<file path="src/rtl/scan_addr_gen.sv">
// scan_addr_gen: row-scan sequencer for a 3-to-8 decoder.
// Each row runs a blanking interval (decoder disabled), then a dwell
// interval (decoder enabled). Single-frame and continuous scanning are
// supported, plus a graceful stop taken at the next row boundary.
//
// Handshake: start is a level request sampled only while IDLE (ignored and
// not queued while busy); stop is sampled every cycle outside IDLE, latched,
// and acted on when the current dwell ends, so a dwell is never truncated.
module scan_addr_gen #(
    parameter int NROWS = 8,
    parameter int DWELL = 16,
    parameter int BLANK = 2
) (
    input  logic       clk,
    input  logic       rst_n,
    input  logic       start,
    input  logic       stop,
    input  logic       continuous,
    output logic [2:0] a_out,
    output logic       en_out,
    output logic       row_start,
    output logic       frame_done,
    output logic       busy,
    output logic [1:0] state_dbg
);

    typedef enum logic [1:0] {
        S_IDLE  = 2'd0,
        S_BLANK = 2'd1,
        S_DWELL = 2'd2
    } state_t;

    // The counter is loaded with interval-1 and runs down to zero.
    localparam int CMAX = (DWELL > BLANK) ? DWELL : BLANK;
    localparam int CW   = (CMAX > 1) ? $clog2(CMAX) : 1;
    localparam logic [CW-1:0] DWELL_LD = CW'(DWELL - 1);
    localparam logic [CW-1:0] BLANK_LD = CW'((BLANK > 0) ? BLANK - 1 : 0);
    localparam logic [2:0]    LAST_ROW = 3'(NROWS - 1);

    state_t        state_q, state_d;
    logic [2:0]    row_q, row_d;
    logic [CW-1:0] cnt_q, cnt_d;
    logic          stop_pend_q, stop_pend_d;
    logic          row_start_d, frame_done_d;
    logic          begin_row;

    // Next-state logic: timing, row stepping and stop handling.
    always_comb begin
        state_d      = state_q;
        row_d        = row_q;
        cnt_d        = cnt_q;
        stop_pend_d  = stop_pend_q;
        row_start_d  = 1'b0;
        frame_done_d = 1'b0;
        begin_row    = 1'b0;

        case (state_q)
            S_IDLE: begin
                stop_pend_d = 1'b0;
                if (start && !stop) begin
                    row_d     = 3'd0;
                    begin_row = 1'b1;
                end
            end
            S_BLANK: begin
                if (stop) stop_pend_d = 1'b1;
                if (cnt_q == '0) begin
                    state_d     = S_DWELL;
                    cnt_d       = DWELL_LD;
                    row_start_d = 1'b1;
                end else begin
                    cnt_d = cnt_q - CW'(1);
                end
            end
            S_DWELL: begin
                if (stop) stop_pend_d = 1'b1;
                if (cnt_q == '0) begin
                    // Row boundary: a stop seen during this row wins.
                    if (stop_pend_q || stop) begin
                        state_d     = S_IDLE;
                        stop_pend_d = 1'b0;
                    end else if (row_q != LAST_ROW) begin
                        row_d     = row_q + 3'd1;
                        begin_row = 1'b1;
                    end else begin
                        frame_done_d = 1'b1;
                        if (continuous) begin
                            row_d     = 3'd0;
                            begin_row = 1'b1;
                        end else begin
                            state_d     = S_IDLE;
                            stop_pend_d = 1'b0;
                        end
                    end
                end else begin
                    cnt_d = cnt_q - CW'(1);
                end
            end
            default: begin
                state_d = S_IDLE;
            end
        endcase

        // Entering a row: blank first unless blanking is zero-length.
        if (begin_row) begin
            if (BLANK > 0) begin
                state_d = S_BLANK;
                cnt_d   = BLANK_LD;
            end else begin
                state_d     = S_DWELL;
                cnt_d       = DWELL_LD;
                row_start_d = 1'b1;
            end
        end
    end

    // State, counter and registered outputs; outputs follow the next state.
    always_ff @(posedge clk or negedge rst_n) begin
        if (!rst_n) begin
            state_q     <= S_IDLE;
            row_q       <= 3'd0;
            cnt_q       <= '0;
            stop_pend_q <= 1'b0;
            a_out       <= 3'd0;
            en_out      <= 1'b0;
            row_start   <= 1'b0;
            frame_done  <= 1'b0;
            busy        <= 1'b0;
        end else begin
            state_q     <= state_d;
            row_q       <= row_d;
            cnt_q       <= cnt_d;
            stop_pend_q <= stop_pend_d;
            a_out       <= row_d;
            en_out      <= (state_d == S_DWELL);
            row_start   <= row_start_d;
            frame_done  <= frame_done_d;
            busy        <= (state_d != S_IDLE);
        end
    end

    assign state_dbg = state_q;

endmodule

</file>
<file path="config.mk">
export PLATFORM = sky130hd
export DESIGN_NAME = scan_addr_gen
export DESIGN_NICKNAME = d
export VERILOG_FILES = /design/src/rtl/scan_addr_gen.sv
export SDC_FILE = /design/constraint.sdc
export NUM_CORES = 1
export LEC_CHECK = 0
export CAP_MARGIN = 10
export CELL_PAD_IN_SITES_DETAIL_PLACEMENT = 2
export CELL_PAD_IN_SITES_GLOBAL_PLACEMENT = 2
export CORE_MARGIN = 5
export CORE_UTILIZATION = 37
export CTS_BUF_LIST = sky130_fd_sc_hd__clkbuf_2
export DETAILED_ROUTE_END_ITERATION = 8
export GPL_ROUTABILITY_DRIVEN = 0
export PLACE_DENSITY_LB_ADDON = 0.1
export SLEW_MARGIN = 25
export SYNTH_ARGS = -nofsm -noshare
export SYNTH_HDL_FRONTEND = slang
export SYNTH_SLANG_ARGS = --single-unit
</file>
<file path="constraint.sdc">
create_clock -name clk -period 3.5 [get_ports clk]
set_input_delay 0.7 -clock clk [delete_from_list [all_inputs] [get_ports clk]]
set_output_delay 0.7 -clock clk [all_outputs]
set_load 0.02 [all_outputs]
</file>
==> flow_summary.toml <==
[route]
drt_wl_total_mm = 2.416
dr.pass1.iters = 4
routed-via-count = 760
routedWlPerCell_um = 17.64
detail-route-antenna-nets = 0
drt_iter0_markers = 14
vias_per_cell = 5.547
drc = 0

[clock_tree]
cts_max_level = 1
cts_buffers = 3
ctsRootBufferMaster = "clkbuf_2"
cts_resized = 0
post-cts-setup-buffers = 0
holdBufCountCts = 0
cts_sinks = 14
clk_latency_ns = 0.28
cts_tree = "built"
cts_buffer_depth = 2
cts.clk_slew.worst_paths_ns = 0.15

[sta]
finalSetupTns_ns = 0
maxSlewViolCount = 0
worst-slew-pin-transition_ns = 0.6694
fmax_mhz = 446.0
setup_viol = 0
fin_skew_ns = 0.001345
holdWs_ns = 0.5352
slew_headroom_pct = 55.23
timing.final.crit_share_pct = 64.06
rsz0062_at_grt = "no"
final.min_clock_period_ns = 2.242
hold_viol = 0

[yosys]
synth_flop_cell = "dfrtp_1"
synthArstFlopShare_pct = 100.0
syn_nets = 105
synth.avg_cell_area_um2 = 10.02
ys_ff_latch = 14
synthesis.instances = 92
synth_edf_count = 0
synthDistinctLibCells = 39
yosysSeqAreaShare_pct = 37.99
synth_warnings = 0
syn_area_um2 = 922.1

[finish]
fin_area_um2 = 1084
final_net_count = 121
layout_common_cells = "14 x dfrtp_1, 13 x clkdlybuf4s50_1, 8 x inv_1, 8 x ha_1, 6 x a21oi_1"
syn_to_final_growth_pct = 17.50
drive_gt1_share_pct = 11.21
fin_cells = 137
n_antenna_cell = 0
mostFrequentLayoutCell = "dfrtp_1"

[setup_path]
worstSetupStartpointType = "flip-flop"
cpMaxStageDelayCell = "clkdlybuf4s50_1"
cp_data_arrival_time_ns = 1.54
critPathMaxStageDelay_ns = 0.68
crit_buf_inv = 1
cp_top_family = "buffers and inverters"
cp_cell_sequence = "clkdlybuf4s50_1"
critical_path_class = "reg2out"
setup.worst_path.end_class = "output port"
cp_max_fo = 9
cp.required_ns = 2.80

[floorplanning]
start_util_pct = 37.91
io_pins = 14
coreArea_um2 = 2432
die_w_um = 59.92
rows = 18
die-height_um = 59.92
dieArea_um2 = 3590

[power_and_ir_drop]
leakagePower_uw = 0.0004805
ir_drop_uv = 439.6
p_per_area_nw_per_um2 = 862.6

[global_routing]
grt_remaining_overflow = 0
grt_pass1_vias = 864
grt_pass1_wl_mm = 4.174
grt_antenna_before_repair = 0
grt_max_degree = 15
globalRouteTotalUtil_pct = 15.68

[run_status]
status = "complete, no violations"

[flow_run]
drv_cap = 0

[placed_design]
place.detailed.hpwl_mm = 1.927
dpl_cell_area_um2 = 1065
dp.cells = 133
io_buffer_count = 13

[hold_path]
min_path_type = "reg2reg"
[final timing paths]
kind	slack, ns	depth (start not counted)	to	from
max	1.26	1	state_dbg[0]	state_dbg[0]
min	0.54	1	cnt_q[1]	cnt_q[1]
max reg2reg	1.28	6	row_q[0]	state_dbg[0]
min reg2reg	0.54	1	cnt_q[1]	cnt_q[1]
max in group asynchronous	2.27	1	cnt_q[1]	rst_n
min in group asynchronous	0.81	1	row_q[2]	rst_n
[per-layer routing]
| layer | GRT usage [%] | vias up | share of wire [%] |
|---|---|---|---|
| met5 | 0 | - | 0 |
| met4 | 4.747 | 0 | 1.5 |
| met3 | 2.592 | 4 | 2.0 |
| met2 | 27.78 | 9 | 52 |
| met1 | 19.19 | 378 | 44 |
| li1 | - | 369 | - |
[registers in the layout (all words and copies together), names as in the netlist]
name / cells
busy: 1
cnt_q: 4
en_out: 1
frame_done: 1
row_q: 3
row_start: 1
state_dbg: 2
stop_pend_q: 1
[synthesized netlist by cell type (2+ instances only)]
| master | instances | area, um^2 |
|---|---|---|
| o31ai_1 | 3 | 22.52 |
| o21ai_0 | 5 | 25.02 |
| a21oi_1 | 6 | 30.03 |
| nor2_1 | 5 | 18.77 |
| nor3_1 | 5 | 25.02 |
| mux2i_1 | 2 | 20.02 |
| dfrtp_1 | 14 | 350.3 |
| inv_1 | 8 | 30.03 |
| ha_1 | 8 | 100.1 |
| nand2_1 | 5 | 18.77 |
| a21o_1 | 3 | 22.52 |
[final cells by class]
| type | count | area (um^2) |
|---|---|---|
| Timing Repair Buffer | 13 | 130.1 |
| Multi-Input combinational cell | 68 | 516.7 |
| Fill cell | 264 | 1349 |
| Clock inverter | 1 | 3.754 |
| Inverter | 8 | 30.03 |
| Sequential cell | 14 | 350.3 |
| Clock buffer | 3 | 15.01 |
| Tap cell | 30 | 37.54 |
[logic make-up (layout without fill, tap and decap cells)]
kind of cell	Yosys count	in the layout	synth area share (%)
and+or+nand+nor	28	28	19.68
muxes	3	3	3.392
buffers and inverters	10	25	5.970
adders and majority gates	8	8	10.86
DFF	14	14	37.99
AOI/OAI and AO/OA	29	29	22.12
[worst register-to-register path, stage by stage (launching register included)]
cell and delay [ns]:
dfrtp_1 0.54, inv_1 0.19, ha_1 0.50, inv_1 0.21
o21ai_0 0.26, o21ai_2 0.13, mux2_2 0.29
[through the flow]
| step | utilization [%] | worst slack, ns | total power, uW |
|---|---|---|---|
| after global routing | 44.55 | 1.104 | 1023 |
| after global placement | 43.78 | 1.049 | 837.9 |
| final | 44.55 | 1.258 | 934.7 |
| after floorplan | - | 1.525 | 681.7 |
| after detailed placement | 43.78 | 1.014 | 867.6 |
| after CTS | 44.55 | 1.230 | 951.5 |
[power breakdown]
group,switching (uW),total (uW),internal (uW)
Combinational,306,548,242
Sequential,83.6,305,222
Clock,56.6,81.5,24.8
Total,446,935,489
No activity file was read; power rests on OpenSTA's default activity.
